### src/rtl/serpent_req_arbiter.sv
// serpent_req_arbiter: round-robin front end that shares one Serpent core
// among NUM_REQ requesters. It launches one block at a time, holds the core
// inputs steady while the core works, and returns the result tagged with the
// requester id. A watchdog ends a WAIT that never sees the core complete.
module serpent_req_arbiter #(
  parameter int NUM_REQ = 2,
  parameter int TIMEOUT = 1023,
  localparam int ID_W = (NUM_REQ > 1) ? $clog2(NUM_REQ) : 1
) (
  input  logic                   i_clk,
  input  logic                   i_reset,
  input  logic [NUM_REQ-1:0]     i_req_valid,
  output logic [NUM_REQ-1:0]     o_req_ready,
  input  logic [NUM_REQ-1:0]     i_req_dir,
  input  logic [256*NUM_REQ-1:0] i_req_key,
  input  logic [128*NUM_REQ-1:0] i_req_data,
  output logic                   o_rsp_valid,
  input  logic                   i_rsp_ready,
  output logic [ID_W-1:0]        o_rsp_id,
  output logic [127:0]           o_rsp_data,
  output logic                   o_rsp_timeout,
  output logic                   o_core_dir,
  output logic [255:0]           o_core_key,
  output logic [127:0]           o_core_data,
  output logic                   o_core_new_block,
  input  logic                   i_core_ready,
  input  logic [127:0]           i_core_output,
  output logic                   o_busy
);

  // Wait counter only needs to reach TIMEOUT; it saturates at all-ones.
  localparam int CNT_W = (TIMEOUT > 0) ? $clog2(TIMEOUT + 1) : 1;

  typedef enum logic [1:0] {IDLE, LAUNCH, WAIT, RESP} state_t;

  state_t            state_q, state_d;
  logic [ID_W-1:0]   ptr_q, ptr_d;
  logic              rdy_q, rdy_d;
  logic [CNT_W-1:0]  cnt_q, cnt_d;
  logic              core_dir_q, core_dir_d;
  logic [255:0]      core_key_q, core_key_d;
  logic [127:0]      core_data_q, core_data_d;
  logic [ID_W-1:0]   rsp_id_q, rsp_id_d;
  logic [127:0]      rsp_data_q, rsp_data_d;
  logic              rsp_timeout_q, rsp_timeout_d;

  logic              grant_found;
  logic [ID_W-1:0]   grant_idx;
  logic              rise;
  logic [CNT_W-1:0]  cnt_inc;
  logic              timeout_hit;

  logic [255:0]      key_slice  [NUM_REQ];
  logic [127:0]      data_slice [NUM_REQ];

  // Unpack the flat per-requester buses into indexable arrays.
  for (genvar gi = 0; gi < NUM_REQ; gi++) begin : g_slice
    assign key_slice[gi]  = i_req_key[256*gi +: 256];
    assign data_slice[gi] = i_req_data[128*gi +: 128];
  end

  // Round-robin winner: first valid at or above ptr, else first valid from 0.
  always_comb begin
    grant_found = 1'b0;
    grant_idx   = '0;
    for (int r = 0; r < NUM_REQ; r++) begin
      if (!grant_found && i_req_valid[r] && (ID_W'(r) >= ptr_q)) begin
        grant_found = 1'b1;
        grant_idx   = ID_W'(r);
      end
    end
    for (int r = 0; r < NUM_REQ; r++) begin
      if (!grant_found && i_req_valid[r]) begin
        grant_found = 1'b1;
        grant_idx   = ID_W'(r);
      end
    end
  end

  // One-hot accept, only offered while idle.
  always_comb begin
    o_req_ready = '0;
    for (int r = 0; r < NUM_REQ; r++) begin
      o_req_ready[r] = (state_q == IDLE) && grant_found && (grant_idx == ID_W'(r));
    end
  end

  assign rise        = i_core_ready & ~rdy_q;
  assign cnt_inc     = (cnt_q == {CNT_W{1'b1}}) ? cnt_q : cnt_q + CNT_W'(1);
  assign timeout_hit = (TIMEOUT != 0) && (cnt_inc == CNT_W'(TIMEOUT));

  // Next-state and datapath updates; everything defaults to hold.
  always_comb begin
    state_d       = state_q;
    ptr_d         = ptr_q;
    rdy_d         = i_core_ready;
    cnt_d         = cnt_q;
    core_dir_d    = core_dir_q;
    core_key_d    = core_key_q;
    core_data_d   = core_data_q;
    rsp_id_d      = rsp_id_q;
    rsp_data_d    = rsp_data_q;
    rsp_timeout_d = rsp_timeout_q;
    case (state_q)
      IDLE: begin
        if (grant_found) begin
          core_dir_d  = i_req_dir[grant_idx];
          core_key_d  = key_slice[grant_idx];
          core_data_d = data_slice[grant_idx];
          rsp_id_d    = grant_idx;
          ptr_d       = (grant_idx == ID_W'(NUM_REQ - 1)) ? '0 : grant_idx + ID_W'(1);
          state_d     = LAUNCH;
        end
      end
      LAUNCH: begin
        cnt_d   = '0;
        state_d = WAIT;
      end
      WAIT: begin
        cnt_d = cnt_inc;
        if (rise) begin
          rsp_data_d    = i_core_output;
          rsp_timeout_d = 1'b0;
          state_d       = RESP;
        end else if (timeout_hit) begin
          rsp_data_d    = '0;
          rsp_timeout_d = 1'b1;
          state_d       = RESP;
        end
      end
      RESP: begin
        if (i_rsp_ready) state_d = IDLE;
      end
      default: state_d = IDLE;
    endcase
  end

  // State and datapath registers; reset abandons any block in flight.
  always_ff @(posedge i_clk or posedge i_reset) begin
    if (i_reset) begin
      state_q       <= IDLE;
      ptr_q         <= '0;
      rdy_q         <= 1'b0;
      cnt_q         <= '0;
      core_dir_q    <= 1'b0;
      core_key_q    <= '0;
      core_data_q   <= '0;
      rsp_id_q      <= '0;
      rsp_data_q    <= '0;
      rsp_timeout_q <= 1'b0;
    end else begin
      state_q       <= state_d;
      ptr_q         <= ptr_d;
      rdy_q         <= rdy_d;
      cnt_q         <= cnt_d;
      core_dir_q    <= core_dir_d;
      core_key_q    <= core_key_d;
      core_data_q   <= core_data_d;
      rsp_id_q      <= rsp_id_d;
      rsp_data_q    <= rsp_data_d;
      rsp_timeout_q <= rsp_timeout_d;
    end
  end

  assign o_core_new_block = (state_q == LAUNCH);
  assign o_rsp_valid      = (state_q == RESP);
  assign o_busy           = (state_q != IDLE);
  assign o_rsp_id         = rsp_id_q;
  assign o_rsp_data       = rsp_data_q;
  assign o_rsp_timeout    = rsp_timeout_q;
  assign o_core_dir       = core_dir_q;
  assign o_core_key       = core_key_q;
  assign o_core_data      = core_data_q;

endmodule

### config.mk
export PLATFORM = sky130hd
export DESIGN_NAME = serpent_req_arbiter
export DESIGN_NICKNAME = d
export VERILOG_FILES = /design/src/rtl/serpent_req_arbiter.sv
export SDC_FILE = /design/constraint.sdc
export NUM_CORES = 1
export LEC_CHECK = 0
export ABC_CLOCK_PERIOD_IN_PS = 20700
export CAP_MARGIN = 20
export CORE_AREA = 2 2 561 563
export CTS_CLUSTER_DIAMETER = 40
export CTS_CLUSTER_SIZE = 14
export DETAILED_ROUTE_END_ITERATION = 8
export DIE_AREA = 0 0 563 565
export PLACE_DENSITY = 0.3
export SLEW_MARGIN = 20
export SYNTH_ARGS = -nofsm -noshare
export SYNTH_HDL_FRONTEND = slang
export SYNTH_SLANG_ARGS = --single-unit
### constraint.sdc
create_clock -name i_clk -period 20.7 [get_ports i_clk]
set_input_delay 6.21 -clock i_clk [delete_from_list [all_inputs] [get_ports i_clk]]
set_output_delay 6.21 -clock i_clk [all_outputs]
set_load 0.02 [all_outputs]
# Word-level counts from Yosys, hierarchy flattened
# Index checks and enable logic that the tools add are counted.
[word_totals] ff_bits=529 latch_bits=0 mem_bits_rw=0 rom_bits=0 out_inout_bits=520 wordCells=73 memories=0
[classes] addsub=2 mul=0 div=0 order_cmp=4 n_eq_ne=8 shift=0 mux=27 n_bitwise=4 n_reduce_logical=18
[ops] op="$mux W256" n=3
[ops] op="$mux W128" n=5
[ops] op="$eq A10 B10 Y1 const B" n=2
[ops] op="$pmux W10 S2" n=1
[ops] op="$mux W1" n=12
[ops] op="$add A10 B1 Y10 const B" n=1
[ops] op="$mux W10" n=1
[ops] op="$logic_and A1 B1 Y1" n=8
[ops] op="$mux W2" n=4
[ops] op="$pmux W2 S4" n=1
[ops] op="$reduce_bool A2 Y1" n=3
[ops] op="$eq A2 B2 Y1 const B" n=2
[ops] op="$reduce_and A2 Y1" n=2
[ops] op="$logic_not A1 Y1" n=3
[ops] op="$ne A3 B3 Y1 const B" n=1
[ops] op="$reduce_and A3 Y1" n=1
[ops] op="$eq A2 B1 Y1 const B" n=1
[ops] op="$ge A1 B1 Y1 const A" n=2
[ops] op="$ge A2 B2 Y1 const B" n=1
[ops] op="$logic_not A2 Y1" n=1
[ops] op="$lt A1 B2 Y1 const B" n=1
[ops] op="$ne A2 B1 Y1 const B" n=1
[ops] op="$ne A2 B2 Y1 const B" n=1
[ops] op="$not A1 Y1" n=2
[ops] op="3 further kinds" n=3

# Longest topological paths before layout
# Gate-level depths: netlist of the first run.
[depth] ltp_word=17 mapped_depth=10

# Worst setup path before layout of the first run
# No wires, ideal clock.
[synth_timing] path_type="input-to-output" startpoint="input port i_req_valid[1]" endpoint="output port o_req_ready[1]" arrival_ns=7.301 setup_slack_ns=7.189 cell_stages=4 path_buffers=2 path_cell_list="nand2_1 -> a21oi_1 -> clkbuf_1 -> clkbuf_1"
[synth_between] elab_chain_cells=11 word_cells_on_any_way=14 classes_between="6 x mux; 8 x reduce/logical"
[synth_rtl] item="start: declaration" line_no="12" source="input logic [NUM_REQ-1:0] i_req_valid,"
[synth_rtl] item="$logic_and A1 B1 Y1 (2 in series)" line_no="67" source="if (!grant_found && i_req_valid[r] && (ID_W'(r) >= ptr_q)) begin"
[synth_rtl] item="$mux W1" line_no="67"
[synth_rtl] item="$logic_not A1 Y1" line_no="73" source="if (!grant_found && i_req_valid[r]) begin"
[synth_rtl] item="$logic_and A1 B1 Y1" line_no="73"
[synth_rtl] item="$mux W1" line_no="73"
[synth_rtl] item="$logic_not A1 Y1" line_no="73"
[synth_rtl] item="$logic_and A1 B1 Y1" line_no="73"
[synth_rtl] item="$mux W1" line_no="73"
[synth_rtl] item="$logic_and A1 B1 Y1" line_no="84" source="o_req_ready[r] = (state_q == IDLE) && grant_found && (grant_idx == ID_W'(r));"
[synth_rtl] item="$logic_and A1 B1 Y1 *" line_no="84"
[synth_rtl] item="end: declaration" line_no="13" source="output logic [NUM_REQ-1:0] o_req_ready,"
# Mark *: on every way between the ends. The rest lies on a longest branch, timed or not.

# Final worst setup path of the first run
[layout_timing] startpoint="input port i_req_valid[0]" endpoint="output port o_req_ready[0]"
[layout_between] elab_chain_cells=14 word_cells_on_any_way=18 classes_between="7 x mux; 1 x bitwise; 10 x reduce/logical"
[layout_rtl] item="$logic_and A1 B1 Y1" line_no="67"
[layout_rtl] item="$mux W1" line_no="67"
[layout_rtl] item="$logic_not A1 Y1" line_no="67"
[layout_rtl] item="$logic_and A1 B1 Y1 (2 in series)" line_no="67"
[layout_rtl] item="$mux W1" line_no="67"
[layout_rtl] item="$logic_not A1 Y1" line_no="73"
[layout_rtl] item="$logic_and A1 B1 Y1" line_no="73"
[layout_rtl] item="$mux W1" line_no="73"
[layout_rtl] item="$logic_not A1 Y1" line_no="73"
[layout_rtl] item="$logic_and A1 B1 Y1" line_no="73"
[layout_rtl] item="$mux W1" line_no="73"
[layout_rtl] item="$logic_and A1 B1 Y1 / $not A1 Y1 (equally long branches)" line_no="84"
[layout_rtl] item="$logic_and A1 B1 Y1 *" line_no="84"
# Marked as above.

==> results.md, run 1 <==
* IO Pins at 1424
* VDD IR max at 0.09447 mV
* Rows at 205
* Sequential fraction of the synthesis area at 62.91%
* Clock Skews at 0.04255 ns
* Initial DRC Count at a little under 3k
* Rel. slew slack at 18.34%
* Grt ovf at 0
* Leak at slightly below 0.02 uW
* Critical path buffers and inverters at 3
* # setup viols final at 0
* Post-synthesis register bit count at 529
* CTS clk-pin slew, worst paths at 0.04 ns
* Commonest non-fill, non-tap cell in the layout: clkdlybuf4s50_1
* Final GP Congestion at 0.8085
* Worst reg2reg startpoint: state_q[0]$_DFFE_PP0P_
* Post-Synthesis Cell Area at 21040 sq um
* Initial antenna violation count at roughly 120
* Most common cell on crit path: clkdlybuf4s50_1
* RSZ-0062 raised after global routing: false
* Setup TNS at 0 ns
* Detail Route Antenna Nets at 0
* Worst-path maximum fanout at 39
* GRT Overall Usage at 13.79%
* CP Capture Type: output pin
* Hold buffer count at cts at 0
* Fin crit share at 70.22%
* Largest net degree at the start of global routing at 143
* Crit-path cells: clkdlybuf4s50_1 > nand2_1 > a21oi_4 > buf_4 > clkdlybuf4s50_1
* Min-delay worst type: register to register
* Worst EP required at 14.49 ns
* Non-Filler Instances at 7444
* Num CTS Buffers at 160
* Fillers at about 35k
* Syn. warnings at 0
* Ratio of cells with drive above 1 in the final layout at a little under a tenth
* Library cells used by synthesis at 44
* Height of the chip at about 570 um
* EDFF count, synth at 0
* CTS tree: done
* Die area at 318100 sq um
* Core area at roughly 310000 sq um
* Crit path kind: input pin to output pin
* Multi-input gate area at 5649 sq um
* Max-slew violations at 0
* DR WL/cell at 30.85 um
* Initial Utilization at under 10%
* H-tree Lvls at 4
* DP Cell Count at 7124
* Post-synth ARST share at 100.0%
* Status: complete, but fails checks
* Average size of a mapped cell at 12.42 sq um
* Drt pass-1 iters at 9
* Mapped Cells at 1694
* Crit path from: i_req_valid[0]
* Worst EP arrival at about 8.3 ns
* Crit-path leading delay family: buffers and inverters
* Min Tclk post-route at 14.54 ns
* Crit start category: input pin
* Residual DRC at 3
* Min-delay src: o_rsp_id$_DFFE_PP0P_
* Die W at 563 um
* Power Dens Cells at 179.9 nW/um^2
* Reg area at 13240 sq um
* DP Wirelength at 191.6 mm
* Max_cap viols at 0
* Fmax at 0.06879 GHz
* Worst-skew pair later-pin latency at 0.79 ns
* WL final at 229.6 mm
* Final net count at 4056
* Power Total at a little over 8000 uW
* Via density at 3.066
* Slowest cell delay on critical path at 0.72 ns
* Commonest non-fill, non-tap cells in the layout: 1413 x clkdlybuf4s50_1, 529 x dfrtp_1, 394 x inv_1
* Vias in the first global route at 24.17k
* Failing checks: DRC
* Slowest CP cell: clkdlybuf4s50_1
* Post-CTS sizing at 0
* Setup ws final at roughly 6.2 ns
* Layout area overhead at 117.1%
* CTS max path bufs at 4
* Post-CTS setup buffer count at 0
* Global-route wire length before repair at 281.8 mm
* Top FF cell, synth: dfrtp_1
* Pre-CTS WS at 6.136 ns
* Vias post-DR at between 20k and 25k
* Synth Net Count at 2604
* Worst-margin pin slew at roughly 1.2 ns
* Clock sink count at between 500 and 600
* Root buffer cell: clkbuf_16
* Port Buffers at 1423
* Final Hold Fails at 0
## worst paths after layout
| check | end | slack [ns] | cells after the start |
|---|---|---|---|
| worst min-delay path | o_rsp_id$_DFFE_PP0P_ | 0.47 | 1 |
| min in group asynchronous | o_rsp_data[0]$_DFFE_PP0P_ | 5.94 | 2 |
| max in group asynchronous | o_core_data[122]$_DFFE_PP0P_ | 11.62 | 6 |
| worst max register to register | o_core_key[14]$_DFFE_PP0P_ | 15.94 | 10 |
| worst min register to register | o_rsp_id$_DFFE_PP0P_ | 0.47 | 1 |
| worst max-delay path | o_req_ready[0] | 6.16 | 5 |
## synthesized netlist by cell type, drive strengths merged (2+ instances only)
| cell | instances | area (sq um) |
|---|---|---|
| o21ai | 6 | 30.03 |
| o31ai | 4 | 30.03 |
| a31oi | 3 | 18.77 |
| a211oi | 2 | 15.01 |
| clkbuf | 127 | 476.7 |
| a21oi | 10 | 50.05 |
| nand3 | 5 | 25.02 |
| ha | 6 | 75.07 |
| dfrtp | 529 | 13240 |
| nand2 | 14 | 52.55 |
| or3 | 2 | 12.51 |
| nor2 | 4 | 15.01 |
| a41oi | 2 | 17.52 |
| a21o | 5 | 37.54 |
| nand2b | 2 | 12.51 |
| nor3 | 3 | 20.02 |
| nand4 | 5 | 31.28 |
| o211ai | 2 | 15.01 |
| buf | 34 | 244.0 |
| a22o | 129 | 1130 |
| nor4 | 2 | 12.51 |
| inv | 395 | 1483 |
| a222oi | 385 | 3854 |
| and2 | 4 | 27.53 |
## through the flow
step	hold slack, ns	area, sq um	util [%]
floorplan	0.4723	21050	-
global placement	0.4665	40040	12.86
detailed placement	0.4658	40040	12.86
CTS	0.4753	45600	14.64
global route	0.4878	45620	14.65
finish	0.4709	45680	14.67
## power by group
part           switching, uW  internal (uW)  total [uW]
clock network            802           1770        2570
registers                400           1540        1940
logic                   2320           1390        3710
## per-layer routing
| layer | wire [um] | global-route usage, % |
|---|---|---|
| met1 | 78700 | 13.76 |
| met2 | 105800 | 22.61 |
| met3 | 38890 | 10.41 |
| met4 | 5390 | 3.132 |
| met5 | 862 | 0.6250 |
## area by class of cell
cell class                      instances  area share, %
Sequential cell                       529          28.98
Tap cell                             4140          11.34
Clock buffer                          222          10.14
Multi-Input combinational cell        609          12.37
Inverter                              395          3.254
Antenna cell                           32         0.1753
Timing Repair Buffer                 1451          31.72
Clock inverter                         66          2.027
## flip-flops by register name (all words and copies together) (netlist names)
register,count
o_core_key,256
cnt_q,10
o_core_data,128
ptr_q,1
o_rsp_id,1
rdy_q,1
state_q,2
o_rsp_data,128
o_core_dir,1
o_rsp_timeout,1
## logic make-up (layout without fill, tap and decap cells)
| family | after synthesis | after routing | synth area share, % |
|---|---|---|---|
| flip-flops | 529 | 529 | 62.91 |
| AND/OR/NAND/NOR | 46 | 46 | 1.183 |
| XOR/XNOR | 1 | 1 | 0.04163 |
| AO/OA/AOI/OAI | 556 | 556 | 25.04 |
| other | 0 | 32 | 0 |
| buffers and inverters | 556 | 2134 | 10.47 |
| adder cells (fa/ha/maj) | 6 | 6 | 0.3568 |
Power figures use the tool's default switching activity.
==> run 2, diff against run 1 <==
--- a/config.mk
+++ b/config.mk
@@ -5,7 +5,7 @@
 export SDC_FILE = /design/constraint.sdc
 export NUM_CORES = 1
 export LEC_CHECK = 0
-export ABC_CLOCK_PERIOD_IN_PS = 20700
+export ABC_CLOCK_PERIOD_IN_PS = 15200
 export CAP_MARGIN = 20
 export CORE_AREA = 2 2 561 563
 export CTS_CLUSTER_DIAMETER = 40
==> constraint.sdc (replaced) <==
create_clock -name i_clk -period 15.2 [get_ports i_clk]
set_input_delay 4.56 -clock i_clk [delete_from_list [all_inputs] [get_ports i_clk]]
set_output_delay 4.56 -clock i_clk [all_outputs]
set_load 0.02 [all_outputs]
==> results.md, run 2 (same netlist as run 1, synthesis figures left out) <==
* Worst-skew pair later-pin latency at 0.81 ns (was 0.79 ns)
* Rel. slew slack at 28.23% (was 18.34%)
* Fin crit share at 73.05%
* Commonest non-fill, non-tap cells in the layout: 1413 x clkdlybuf4s50_1, 529 x dfrtp_1, 394 x inv_1 (unchanged)
* Global-route wire length before repair at 283.7 mm (was 281.8 mm)
* Post-CTS setup buffer count at 0 (unchanged)
* Via density at 3.093 (was 3.066)
* Ratio of cells with drive above 1 in the final layout at 9.562% (was 9.505%)
* CTS tree: done (unchanged)
* DR WL/cell at 30.95 um (was 30.85 um)
* Worst EP required at 10.64 ns (was 14.49 ns)
* Worst-margin pin slew at 1.077 ns (was 1.225 ns)
* WL final at 230.6 mm (was 229.6 mm)
* Max reg flops at 256 (unchanged)
* Setup TNS at 0 ns (unchanged)
* Die W at 563 um (unchanged)
* Commonest non-fill, non-tap cell in the layout: clkdlybuf4s50_1 (unchanged)
* Met3 wire length at 37.42 mm (was 38.89 mm)
* Final Hold Fails at 0 (unchanged)
* H-tree Lvls at 4 (unchanged)
* Crit path kind: input pin to output pin (unchanged)
* GRT Overall Usage at 13.86% (was 13.79%)
* Height of the chip at 565 um (unchanged)
* CP Capture Type: output pin (unchanged)
* Failing checks: DRC (unchanged)
* Port Buffers at 1423 (unchanged)
* Drt pass-1 iters at 9 (unchanged)
* Clock sink count at 529 (unchanged)
* Fmax at ~0.090 GHz
* Hold buffer count at cts at 0 (unchanged)
* Max_cap viols at 0 (unchanged)
* Die area at 318100 sq um (unchanged)
* Clock Skews at 0.05248 ns (was 0.04255 ns)
* Initial DRC Count at 2683 (was 2968)
* Core area at 311400 sq um (unchanged)
* RSZ-0062 raised after global routing: false (unchanged)
* Fillers at 34.85k (was 35.04k)
* Worst-path maximum fanout at 5 (was 39)
* # setup viols final at 0 (unchanged)
* Grt ovf at 0 (unchanged)
* Vias in the first global route at 24.53k (was 24.17k)
* Max-slew violations at 0 (unchanged)
* Initial Utilization at 6.758% (unchanged)
* Min-delay worst type: register to register (unchanged)
* Crit start category: input pin (unchanged)
* Leak at 0.01966 uW (was 0.01953 uW)
* Power Dens Cells at 247.1 nW/um^2 (was 179.9 nW/um^2)
* Rows at 205 (unchanged)
* Multi-input gate area at 5649 sq um (unchanged)
* Fin util at 14.76% (was 14.67%)
* Num CTS Buffers at 168 (was 160)
* Initial antenna violation count at 107 (was 117)
* Power Total at 11360 uW (was 8219 uW)
* Detail Route Antenna Nets at 0 (unchanged)
* Status: complete, but fails checks (unchanged)
* Reg area at 13240 sq um (unchanged)
* VDD IR max at 0.1253 mV (was 0.09447 mV)
* Uppermost routed layer: met5 (unchanged)
* Largest net degree at the start of global routing at 109 (was 143)
* CTS clk-pin slew, worst paths at 0.04 ns (about the same)
* Final net count at 4066 (was 4056)
* Vias post-DR at 23.04k (was 22.83k)
* Min Tclk post-route at around 11 ns
* Layout area overhead at 118.4% (was 117.1%)
* Residual DRC at 20 (was 3)
* Worst EP arrival at 6.54 ns (was 8.33 ns)
* Metal-1 WL at 80.70 mm (was 78.70 mm)
* CTS max path bufs at 4 (unchanged)
* Final GP Congestion at 0.8121 (was 0.8085)
* Root buffer cell: clkbuf_16 (unchanged)
* WL met2 at 105.8 mm (about the same)
* IO Pins at 1424 (unchanged)
* DP Wirelength at 192.9 mm (was 191.6 mm)
* Post-CTS sizing at 0 (unchanged)
-- run 2: report_power, final --
group | total [uW] | leakage [uW] | switching (uW) | internal (uW)
Sequential | 2630 | 0.00661 | 536 | 2090
Clock | 3660 | 0.00285 | 1100 | 2570
Combinational | 5070 | 0.0102 | 3170 | 1890
-- run 2: worst max-delay path, stage by stage --
cell and delay, ns:
clkdlybuf4s50_1 0.63, nand2_1 0.14, a21oi_4 0.46, clkdlybuf4s50_1 0.72
-- run 2: stage by stage --
step	cell area [sq um]	worst slack, ns	hold slack (ns)	instances
2_1_floorplan	21050	3.450	0.4723	1694
3_3_place_gp	40060	3.950	0.4679	7126
3_5_place_dp	40060	3.951	0.4732	7126
4_1_cts	45900	3.952	0.4825	7424
5_1_grt	45920	3.957	0.5114	7430
6_report	45960	4.096	0.4832	7449
-- run 2: per-layer routing --
layer	vias up	GRT usage (%)
met5	-	0
met4	80	3.376
met3	365	10.24
met2	1476	22.71
met1	11480	13.95
li1	9639	-
-- run 2: path summary, 6_finish.rpt --
check / from / end / slack, ns / cells past startpoint
setup / recovery: i_req_valid[1] / o_req_ready[1] / 4.10 / 4
hold / removal: o_rsp_id$_DFFE_PP0P_ / o_rsp_id$_DFFE_PP0P_ / 0.48 / 1
setup reg to reg: state_q[0]$_DFFE_PP0P_ / o_core_key[35]$_DFFE_PP0P_ / 9.84 / 11
hold reg to reg: o_rsp_id$_DFFE_PP0P_ / o_rsp_id$_DFFE_PP0P_ / 0.48 / 1
max in group asynchronous: i_reset / o_core_key[150]$_DFFE_PP0P_ / 8.47 / 5
min in group asynchronous: i_reset / o_rsp_data[90]$_DFFE_PP0P_ / 4.24 / 2
-- run 2: cell type report --
class | count | area share [%]
antenna | 25 | 0.1361
clock buffer | 236 | 10.44
clock inverter | 62 | 2.265
inverter | 395 | 3.234
multi-input combinational | 609 | 12.29
sequential | 529 | 28.80
tap | 4140 | 11.27
timing repair buffer | 1453 | 31.56
